--- config.mk ---
export PLATFORM = sky130hd
export DESIGN_NAME = hamming_encoder_74_tx_flat
export DESIGN_NICKNAME = d
export VERILOG_FILES = /design/src/rtl/hamming_encoder_74_tx_if.sv /design/src/rtl/hamming_encoder_74_tx.sv /design/src/flat_wrapper.sv
export SDC_FILE = /design/constraint.sdc
export NUM_CORES = 1
export LEC_CHECK = 0
export ABC_CLOCK_PERIOD_IN_PS = 2350
export BUFFER_PORTS_ARGS = -buffer_cell sky130_fd_sc_hd__buf_2
export CAP_MARGIN = 0
export CORE_MARGIN = 3
export CORE_UTILIZATION = 30
export DETAILED_ROUTE_END_ITERATION = 12
export HOLD_SLACK_MARGIN = 0.06
export MAX_ROUTING_LAYER = met4
export PLACE_DENSITY = 0.53
export SLEW_MARGIN = 15
export SYNTH_ARGS = -nofsm -noshare
export SYNTH_HDL_FRONTEND = slang
export SYNTH_SLANG_ARGS = --single-unit
export TNS_END_PERCENT = 30
--- constraint.sdc ---
create_clock -name clk -period 2.35 [get_ports clk]
set_clock_uncertainty 0.05 [all_clocks]
set_input_delay 0.47 -clock clk [delete_from_list [all_inputs] [get_ports clk]]
set_output_delay 0.47 -clock clk [all_outputs]
set_load 0.02 [all_outputs]
--- src/rtl/hamming_encoder_74_tx_if.sv ---
// rtl/hamming_encoder_74_tx_if.sv - nibble handshake bundle for the Hamming(7,4) transmitter
//
// Purpose: groups the upstream nibble handshake into one port.
// Signals:
//   data_in    [3:0] nibble to encode, data_in[0]=d1 .. data_in[3]=d4
//   data_valid       upstream offers data_in this cycle
//   data_ready       transmitter can take a nibble this cycle
// Modports: master = upstream producer, slave = transmitter.

interface hamming_encoder_74_tx_if;
  logic [3:0] data_in;
  logic       data_valid;
  logic       data_ready;

  modport master (output data_in, output data_valid, input data_ready);
  modport slave  (input data_in, input data_valid, output data_ready);
endinterface

--- src/rtl/hamming_encoder_74_tx.sv ---
// rtl/hamming_encoder_74_tx.sv - Hamming(7,4) encoder with UART-style serial transmitter
//
// Purpose: buffers one nibble in a holding register, encodes it into a 7-bit
// Hamming codeword and sends start bit, codeword LSB first, then stop bit(s).
// A second nibble may be queued while a frame is on the wire so frames run
// back to back with no idle gap.
// Ports:
//   clk        clock
//   rst_n      asynchronous active-low reset
//   ena        global enable; when low every register holds and tx_out holds
//   up         nibble handshake (slave side)
//   tx_out     serial line, idle high
//   busy       high in START, DATA and STOP
//   frame_done one-cycle pulse on the last cycle of each frame

module hamming_encoder_74_tx #(
  parameter int CLKS_PER_BIT = 4,
  parameter int STOP_BITS    = 1
) (
  input  logic                   clk,
  input  logic                   rst_n,
  input  logic                   ena,
  hamming_encoder_74_tx_if.slave up,
  output logic                   tx_out,
  output logic                   busy,
  output logic                   frame_done
);

  localparam logic [7:0] BAUD_LAST = 8'(CLKS_PER_BIT - 1);
  localparam logic [2:0] DATA_LAST = 3'd6;
  localparam logic [2:0] STOP_LAST = 3'(STOP_BITS - 1);

  typedef enum logic [1:0] {
    IDLE  = 2'd0,
    START = 2'd1,
    DATA  = 2'd2,
    STOP  = 2'd3
  } state_t;

  state_t     state, state_nxt;
  logic [7:0] baud_cnt, baud_nxt;
  logic [2:0] bit_cnt, bit_nxt;
  logic [6:0] shift, shift_nxt;
  logic [3:0] hold_data, hold_data_nxt;
  logic       hold_full, hold_full_nxt;
  logic       bit_end;
  logic       load;
  logic       accept;

  // cw = {d4,d3,d2,p3,d1,p2,p1}
  function automatic logic [6:0] encode(input logic [3:0] d);
    logic p1, p2, p3;
    p1 = d[0] ^ d[1] ^ d[3];
    p2 = d[0] ^ d[2] ^ d[3];
    p3 = d[1] ^ d[2] ^ d[3];
    return {d[3], d[2], d[1], p3, d[0], p2, p1};
  endfunction

  always_ff @(posedge clk or negedge rst_n) begin
    if (!rst_n) begin
      state     <= IDLE;
      baud_cnt  <= '0;
      bit_cnt   <= '0;
      shift     <= '0;
      hold_data <= '0;
      hold_full <= 1'b0;
    end else begin
      state     <= state_nxt;
      baud_cnt  <= baud_nxt;
      bit_cnt   <= bit_nxt;
      shift     <= shift_nxt;
      hold_data <= hold_data_nxt;
      hold_full <= hold_full_nxt;
    end
  end

  always_comb begin
    state_nxt     = state;
    baud_nxt      = baud_cnt;
    bit_nxt       = bit_cnt;
    shift_nxt     = shift;
    hold_data_nxt = hold_data;
    hold_full_nxt = hold_full;
    load          = 1'b0;
    frame_done    = 1'b0;

    // data_ready excludes a full holding register, so accept and load never
    // target the holding register in the same cycle
    up.data_ready = !hold_full && ena;
    accept        = up.data_valid && up.data_ready;
    bit_end       = (baud_cnt == BAUD_LAST);
    busy          = (state != IDLE);

    case (state)
      START:   tx_out = 1'b0;
      DATA:    tx_out = shift[0];
      default: tx_out = 1'b1;
    endcase

    if (ena) begin
      case (state)
        IDLE: begin
          if (hold_full) load = 1'b1;
        end
        START: begin
          if (bit_end) begin
            baud_nxt  = '0;
            bit_nxt   = '0;
            state_nxt = DATA;
          end else begin
            baud_nxt = baud_cnt + 8'd1;
          end
        end
        DATA: begin
          if (bit_end) begin
            baud_nxt  = '0;
            shift_nxt = shift >> 1;
            if (bit_cnt == DATA_LAST) begin
              bit_nxt   = '0;
              state_nxt = STOP;
            end else begin
              bit_nxt = bit_cnt + 3'd1;
            end
          end else begin
            baud_nxt = baud_cnt + 8'd1;
          end
        end
        STOP: begin
          if (bit_end) begin
            baud_nxt = '0;
            if (bit_cnt == STOP_LAST) begin
              frame_done = 1'b1;
              bit_nxt    = '0;
              // reload straight into START keeps back-to-back frames gapless
              if (hold_full) load = 1'b1;
              else           state_nxt = IDLE;
            end else begin
              bit_nxt = bit_cnt + 3'd1;
            end
          end else begin
            baud_nxt = baud_cnt + 8'd1;
          end
        end
        default: state_nxt = IDLE;
      endcase

      if (load) begin
        shift_nxt     = encode(hold_data);
        hold_full_nxt = 1'b0;
        state_nxt     = START;
        baud_nxt      = '0;
        bit_nxt       = '0;
      end

      if (accept) begin
        hold_data_nxt = up.data_in;
        hold_full_nxt = 1'b1;
      end
    end
  end

endmodule

--- src/flat_wrapper.sv ---
// flat-port wrapper written by rule: the top's interface ports become plain ports
module hamming_encoder_74_tx_flat 
#(
  parameter int CLKS_PER_BIT = 4,
  parameter int STOP_BITS    = 1
)
  (clk, rst_n, ena, tx_out, busy, frame_done, up_data_in, up_data_valid, up_data_ready);
  hamming_encoder_74_tx_if up_i ();
  input  logic clk;
  input  logic rst_n;
  input  logic ena;
  output logic tx_out;
  output logic busy;
  output logic frame_done;
  input wire logic [$bits(up_i.data_in)-1:0] up_data_in;
  input wire logic [$bits(up_i.data_valid)-1:0] up_data_valid;
  output wire logic [$bits(up_i.data_ready)-1:0] up_data_ready;
  assign up_i.data_in = up_data_in;
  assign up_i.data_valid = up_data_valid;
  assign up_data_ready = up_i.data_ready;
  hamming_encoder_74_tx #(.CLKS_PER_BIT(CLKS_PER_BIT), .STOP_BITS(STOP_BITS)) u_core (.clk(clk), .rst_n(rst_n), .ena(ena), .up(up_i), .tx_out(tx_out), .busy(busy), .frame_done(frame_done));
endmodule
# Yosys cells after proc, flatten, opt, wreduce, memory -nomap -nowiden
# Cells that the tools add are included.
[word_totals]
register_bits = 25
in_bits = 8
output_inout_bits = 4
[op_classes]
n_addsub = 2
n_eq_ne = 11
muxes = 33
n_bitwise = 6
n_reduce_logical = 18
[op_table]
columns = ["op", "n"]
rows = [
  ["8-bit 2-to-1 mux", 3],
  ["7-bit 2-to-1 mux", 3],
  ["3-bit 2-to-1 mux", 6],
  ["3-bit by 1-bit inequality test with 1-bit output, second input constant", 5],
  ["2-bit 2-to-1 mux", 7],
  ["1-bit 2-to-1 mux", 10],
  ["2-bit nonzero test", 5],
  ["3-bit one-hot mux with 3 select lines", 1],
  ["8-bit by 1-bit adder with 8-bit output, second input constant", 1],
  ["8-bit by 2-bit equality test with 1-bit output, second input constant", 1],
  ["8-bit AND reduction", 1],
  ["2-bit one-hot mux with 3 select lines", 1],
  ["2-bit AND reduction", 3],
  ["1-bit bitwise XOR", 6],
  ["5-bit AND reduction", 1],
  ["2-bit equality test, second input constant", 2],
  ["1-bit one-hot mux with 2 select lines", 2],
  ["4-bit nonzero test", 1],
  ["3-bit by 1-bit adder with 3-bit output, second input constant", 1],
  ["3-bit equality test, second input constant", 1],
  ["3-bit zero test", 1],
  ["3-bit inequality test, second input constant", 1],
  ["3-bit AND reduction", 1],
  ["3-bit OR reduction", 1],
  ["other kinds (4)", 5],
]

# Longest topological paths before layout
# Gate-level depths: netlist of run 1.
[depth]
depth_word = 7
ltp_mapped = 8
depth_no_buf = 7

# Least setup slack after synthesis of run 1
# OpenSTA, ideal clock, no wires.
[synth_path]
kind = "register -> register"
start = "register u_core.baud_cnt[0]"
end = "register u_core.shift[2]"
arrival_time_ns = 2.326
t_required_ns = 2.173
path_slack_ns = -0.153
stages_incl_launch_ff = 9
period_less_slack_ns = 2.503
path_cell_list = "dfrtp_1 > ha_1 > or4b_4 > or2_1 > buf_6 > o21ai_4 > buf_6 > mux2_1 > mux2_1"
[synth_between]
elab_chain_cells = 6
[synth_rtl]
columns = ["element", "line_no", "text"]
rows = [
  ["start: declaration", "hamming_encoder_74_tx.sv:41", "logic [7:0] baud_cnt, baud_nxt;"],
  ["start signal: assignment", "hamming_encoder_74_tx.sv:69", "baud_cnt <= baud_nxt;"],
  ["8-bit by 2-bit equality test with 1-bit output (*)", "hamming_encoder_74_tx.sv:91", "bit_end = (baud_cnt == BAUD_LAST);"],
  ["1-bit 2-to-1 mux", "hamming_encoder_74_tx.sv:129", "if (bit_end) begin"],
  ["1-bit one-hot mux with 2 select lines", "hamming_encoder_74_tx.sv:101", "case (state)"],
  ["1-bit 2-to-1 mux", "hamming_encoder_74_tx.sv:100", "if (ena) begin"],
  ["2-bit nonzero test (no line)", "--", ""],
  ["3-bit AND reduction (no line)", "--", ""],
  ["end signal: assignment", "hamming_encoder_74_tx.sv:71", "shift <= shift_nxt;"],
  ["end: declaration", "hamming_encoder_74_tx.sv:43", "logic [6:0] shift, shift_nxt;"],
]
# Every way passes the cells marked *; elsewhere a longest branch is shown, timed or not. The select of a mux whose other input is x is not followed.
# A chain may end at the register's enable or synchronous reset.

# Worst setup path after layout of run 1
[layout_path]
start = "register u_core.baud_cnt[0]"
end = "output frame_done"
[layout_between]
elab_chain_cells = 4
[layout_rtl]
columns = ["element", "line_no", "text"]
rows = [
  ["8-bit by 2-bit equality test with 1-bit output", "hamming_encoder_74_tx.sv:91", ""],
  ["1-bit 2-to-1 mux", "hamming_encoder_74_tx.sv:129", ""],
  ["1-bit 2-to-1 mux", "hamming_encoder_74_tx.sv:101", ""],
  ["1-bit 2-to-1 mux", "hamming_encoder_74_tx.sv:100", ""],
  ["end: declaration", "flat_wrapper.sv:14", "output logic frame_done;"],
]
# Every way passes these cells.

==> results.json, run 1 <==
{
  "drive_gt1_share_pct": 35.8,
  "overflow": 0,
  "grt_pass1_wl_mm": 5.69,
  "tightestPinTransition_ns": 0.674,
  "antenna_found_initial": 0,
  "r2r_setup_slack_ns": 0.01,
  "grt_pass1_vias": 1211,
  "muxShareOfSynthArea_pct": 13.9,
  "period_needed_ns": 2.40,
  "finalWirelength_mm": 3.15,
  "synth_top_area_cell": "dfrtp_1",
  "synth_top_family_by_area": "simple AND/OR/NAND/NOR gates",
  "synth_area_leaders": "dfrtp_1 (41%), mux2_2 (10%), ha_1 (8.2%)",
  "worstReg2RegStart": "u_core.baud_cnt[0]",
  "arrival_ns": 1.88,
  "drv_cap": 0,
  "p_total_uw": 2260,
  "numCtsBuffers": 3,
  "p_per_area_nw_per_um2": 1200,
  "syn_area_um2": 1530,
  "die-area_um2": 6000,
  "num_antenna_cells": 0,
  "pin_count": 12,
  "worst_slack_ns": -0.0485,
  "drt_pass1_iterations": 4,
  "path_class": "register to output port",
  "mostFrequentLayoutCell": "dfrtp_1",
  "synth_simple_gate_area_share_pct": 15.4,
  "critPathCaptureType": "output port",
  "fillerInstances": 488,
  "num_vias": 1164,
  "synth_compound_area_share_pct": 13.9,
  "crit_fanout": 6,
  "placed_cell_area_um2": 1800,
  "ys_ff_latch": 25,
  "drt-initial-drc-count": 60,
  "hold_violations": 0,
  "setup_viol": 1,
  "cp.required_ns": 1.83,
  "die_w_um": 77.5,
  "leakage_uw": 0.000845,
  "viasPerCell": 4.85,
  "synth_cell_type_count": 40,
  "final_cell_mix": "dfrtp_1 (25), buf_4 (18), mux2_2 (14)",
  "worstRegToRegCells": 6,
  "clockRootBuffer": "clkbuf_8",
  "track_usage_pct": 11.9,
  "drc": 0,
  "ys_seq_area_share_pct": 40.8,
  "slew_violations": 0,
  "area_growth_pct": 22.8,
  "htreeDepth": 1,
  "synth_top_area_share_pct": 40.8,
  "ys.warnings.count": 0,
  "syn_inst": 141,
  "dpl.hpwl_mm": 2.43,
  "max_freq_ghz": 0.417,
  "rsz0062_at_grt": "yes",
  "grt_start_max_net_pins": 26,
  "multiInputGateArea_um2": 885,
  "async_flop_share_pct": 100,
  "postCtsHoldBufs": 0,
  "core-area_um2": 4820,
  "nNetsFinal": 192,
  "maxSlewHeadroom_pct": 54.7,
  "ant_nets": 0,
  "wire_per_inst_um": 13.1,
  "port_buffers": 11,
  "synth_edf_count": 0,
  "synthAdderAreaFrac_pct": 8.17,
  "seqCellArea_um2": 626,
  "postSynthNetCount": 159,
  "cp-start-kind": "register",
  "initial_core_util_pct": 31.8,
  "post-route-period-util_pct": 102,
  "rows": 25,
  "insertion_delay_ns": 0.27,
  "avgSynthCellArea_um2": 10.9,
  "cts_tree": "done",
  "status": "finished with violations",
  "ir_worst_vdd_v": 0.000579,
  "finalWeightedCongestion": 0.823,
  "final_area_um2": 1880,
  "hp-class": "primary input to asynchronous set/reset pin",
  "fp.dieH_um": 77.5,
  "synth_xor_area_share_pct": 4.58,
  "clk_pin_slew_ns": 0.09,
  "r2r-end": "u_core.shift[5]",
  "violations": "setup timing",
  "ys.flop_type": "dfrtp_1",
  "clkSinkCount": 25,
  "cts_buffer_depth": 2
}
## routing by layer
layer	vias up	GRT usage, %	wire length (um)
li1	578	-	-
met2	15	19.3	1500
met3	2	2.90	96
met1	569	15.2	1530
met4	0	2.14	19
met5	-	-	0
## worst max path at each step
stage | start | end | slack (ns) | cells after the start
after floorplan | u_core.baud_cnt[0] | u_core.shift[2] | -0.09 | 8
after detailed placement | u_core.baud_cnt[0] | u_core.shift[5] | -0.02 | 6
after global routing | u_core.baud_cnt[0] | frame_done | -0.14 | 6
after global placement | u_core.baud_cnt[1] | u_core.shift[5] | 0.01 | 6
final | u_core.baud_cnt[0] | frame_done | -0.05 | 6
after CTS | u_core.baud_cnt[0] | frame_done | -0.09 | 6
## synthesized netlist by cell type, types with 2 or more instances
| master | number |
|---|---|
| nand2_1 | 6 |
| inv_1 | 6 |
| a21oi_1 | 6 |
| ha_1 | 10 |
| and3_2 | 3 |
| xnor2_1 | 5 |
| dfrtp_1 | 25 |
| nor2_1 | 10 |
| nand3_1 | 3 |
| buf_6 | 2 |
| xor2_1 | 3 |
| nand4b_1 | 2 |
| o31ai_1 | 2 |
| o211ai_1 | 2 |
| nand3b_1 | 3 |
| mux2_2 | 14 |
| o2111ai_1 | 2 |
| nor4b_1 | 2 |
| a211o_1 | 2 |
| mux2_1 | 4 |
| nor2b_1 | 4 |
| o21ai_0 | 7 |
## registers in the layout, summed over array words and instances, names as in the netlist
signal	cells
u_core.hold_data	4
u_core.baud_cnt	8
u_core.bit_cnt	3
u_core.shift	7
u_core.state	2
u_core.hold_full	1
## where the power goes
| part | internal, uW | switching (uW) | leakage, uW |
|---|---|---|---|
| clock | 121 | 129 | 0.0000228 |
| combinational | 707 | 594 | 0.000503 |
| sequential | 578 | 129 | 0.000318 |
| total | 1410 | 851 | 0.000845 |
## worst max-delay path, stage by stage (launching register included)
cell     delay (ns)
dfrtp_1        0.37
ha_2           0.18
or4b_4         0.46
or2_4          0.26
buf_6          0.14
nor2_4         0.08
buf_6          0.12
## logic make-up (layout without fill, tap and decap cells)
logic type | count (synthesis) | in the layout
simple gates | 40 | 40
compound gates | 30 | 30
flops | 25 | 25
mux | 19 | 19
fa+ha+maj | 10 | 10
buf+inv | 9 | 41
xor+xnor | 8 | 8
## timing repair
| action | CTS | global route |
|---|---|---|
| setup buffers | 1 | 1 |
| setup endpoints to repair | 7 | 15 |
| pin swaps | 3 | 2 |
| resized for setup | 6 | 1 |
## area by class of cell
class | instances | area share, %
sequential | 25 | 33.3
tap | 67 | 4.46
inverter | 6 | 1.20
multi-input combinational | 107 | 47.0
timing repair buffer | 31 | 11.6
clock buffer | 4 | 2.40
## stage by stage
step,worst slack (ns),util (%),setup TNS [ns],cells,hold slack [ns]
global placement,0.0120,37.3,0,234,0.434
global route,-0.143,39.0,-0.954,240,0.176
detailed placement,-0.0154,37.3,-0.0582,234,0.440
floorplan,-0.0898,-,-0.180,141,0.124
CTS,-0.0949,38.8,-0.162,239,0.155
finish,-0.0485,39.0,-0.0485,240,0.137
Power figures use the tool's default switching activity.
==> inputs of run 2 (changes only) <==
--- a/config.mk
+++ b/config.mk
@@ -14,6 +14,7 @@
 export HOLD_SLACK_MARGIN = 0.06
 export MAX_ROUTING_LAYER = met4
 export PLACE_DENSITY = 0.53
+export SKIP_CTS_REPAIR_TIMING = 1
 export SLEW_MARGIN = 15
 export SYNTH_ARGS = -nofsm -noshare
 export SYNTH_HDL_FRONTEND = slang
==> results.json, run 2 (same netlist as run 1, synthesis figures left out) <==
{
  "die-area_um2": 6000,
  "power_frac_seq_pct": 31.5,
  "status": "finished with violations",
  "drv_cap": 0,
  "power.switching_uw": 857,
  "htreeDepth": 1,
  "max_freq_ghz": 0.413,
  "pwr-share-comb_pct": 57.5,
  "path_buf_inv": 2,
  "tightestPinTransition_ns": 0.673,
  "crit_fanout": 4,
  "finalWeightedCongestion": 0.823,
  "overflow": 0,
  "nNetsFinal": 193,
  "core-area_um2": 4820,
  "track_usage_pct": 11.7,
  "dp_slack_ns": -0.0154,
  "port_buffers": 11,
  "max_stage_delay_ns": 0.46,
  "largest_register": "u_core.baud_cnt",
  "drive_gt1_share_pct": 36.2,
  "clk_pin_slew_ns": 0.09,
  "p_int_uw": 1410,
  "hp-class": "primary input to asynchronous set/reset pin",
  "crit_family": "simple AND/OR/NAND/NOR gates",
  "post-route-period-util_pct": 103,
  "insertion_delay_ns": 0.27,
  "numCtsBuffers": 3,
  "die_w_um": 77.5,
  "drc": 0,
  "period_needed_ns": 2.42,
  "arrival_ns": 1.90,
  "grt_pass1_vias": 1196,
  "fp.dieH_um": 77.5,
  "worst_slack_ns": -0.0702,
  "pin_count": 12,
  "maxSlewHeadroom_pct": 54.9,
  "slew_violations": 0,
  "final_core_util_pct": 39.3,
  "setup_viol": 5,
  "rows": 25,
  "clockRootBuffer": "clkbuf_8",
  "area_growth_pct": 23.7,
  "mostFrequentLayoutCell": "dfrtp_1",
  "dpl.hpwl_mm": 2.43,
  "crit_top_cell": "buf_6",
  "leakage_uw": 0.000849,
  "finalWirelength_mm": 3.14,
  "grt_start_max_net_pins": 26,
  "final_cell_mix": "dfrtp_1 (25), buf_4 (20), mux2_2 (14)",
  "cts_tree": "done",
  "drt-initial-drc-count": 28,
  "cp-start-kind": "register",
  "swShare_pct": 37.8,
  "num_vias": 1164,
  "ir_worst_vdd_v": 0.000575,
  "viasPerCell": 4.83,
  "cp.required_ns": 1.83,
  "path_class": "register to output port",
  "critPathCaptureType": "output port",
  "initial_core_util_pct": 31.8,
  "wire_per_inst_um": 13.0,
  "clkSinkCount": 25,
  "p_per_area_nw_per_um2": 1200,
  "antenna_found_initial": 0,
  "drt_pass1_iterations": 4,
  "timing.critical_path.slowest_stage_cell": "or4b_4",
  "grt_pass1_wl_mm": 5.64,
  "p_total_uw": 2270,
  "ant_nets": 0,
  "crit_path_cell_trace": "ha_4 -> or4b_4 -> or2_4 -> buf_6 -> nor2_4 -> buf_6",
  "rsz0062_at_grt": "yes",
  "cts_buffer_depth": 2,
  "clkPwrFrac_pct": 11.0,
  "top_regs": "u_core.baud_cnt (8), u_core.shift (7), u_core.hold_data (4)",
  "violations": "setup timing",
  "setup_tns_ns": -0.0925,
  "hold_violations": 0,
  "num_antenna_cells": 0,
  "largest_register_ffs": 8
}
==> run 2: final timing paths <==
kind                               startpoint                   to  slack (ns)  depth (start not counted)
setup / recovery           u_core.baud_cnt[0]           frame_done       -0.07                          6
hold / removal                          rst_n   u_core.baud_cnt[2]        0.14                          1
setup reg to reg           u_core.baud_cnt[0]      u_core.shift[5]       -0.01                          6
hold reg to reg               u_core.shift[6]      u_core.shift[6]        0.46                          1
max in group asynchronous               rst_n      u_core.shift[0]        1.72                          1
min in group clk                up_data_in[2]  u_core.hold_data[2]        0.39                          2
==> run 2: area by class of cell <==
class / count / area (um^2)
Clock buffer: 4 / 45.0
Tap cell: 67 / 83.8
Timing Repair Buffer: 32 / 223
Inverter: 6 / 22.5
Multi-Input combinational cell: 107 / 895
Fill cell: 484 / 2920
Sequential cell: 25 / 626
==> run 2: through the flow <==
stage / hold slack, ns / instance area (um^2) / instances
floorplan: 0.124 / 1550 / 141
global placement: 0.434 / 1800 / 234
detailed placement: 0.440 / 1800 / 234
CTS: 0.155 / 1840 / 238
global route: 0.176 / 1890 / 241
finish: 0.138 / 1890 / 241
==> run 2: metal layers <==
| layer | GRT usage (%) | vias to the layer above | share of wire (%) | routed length [um] |
|---|---|---|---|---|
| met3 | 3.02 | 2 | 2.8 | 88 |
| met5 | - | - | 0 | 0 |
| met2 | 18.7 | 13 | 48 | 1500 |
| met1 | 15.2 | 571 | 49 | 1530 |
| met4 | 2.14 | 0 | 0.61 | 19 |
| li1 | - | 578 | - | - |
==> run 2: power groups by stage <==
stage | registers [uW] | logic, uW | clock network (uW)
6_report | 713 | 1300 | 250
5_1_grt | 739 | 1460 | 290
3_5_place_dp | 716 | 1270 | 0
4_1_cts | 707 | 1270 | 271
3_3_place_gp | 708 | 1250 | 0
2_1_floorplan | 691 | 885 | 0
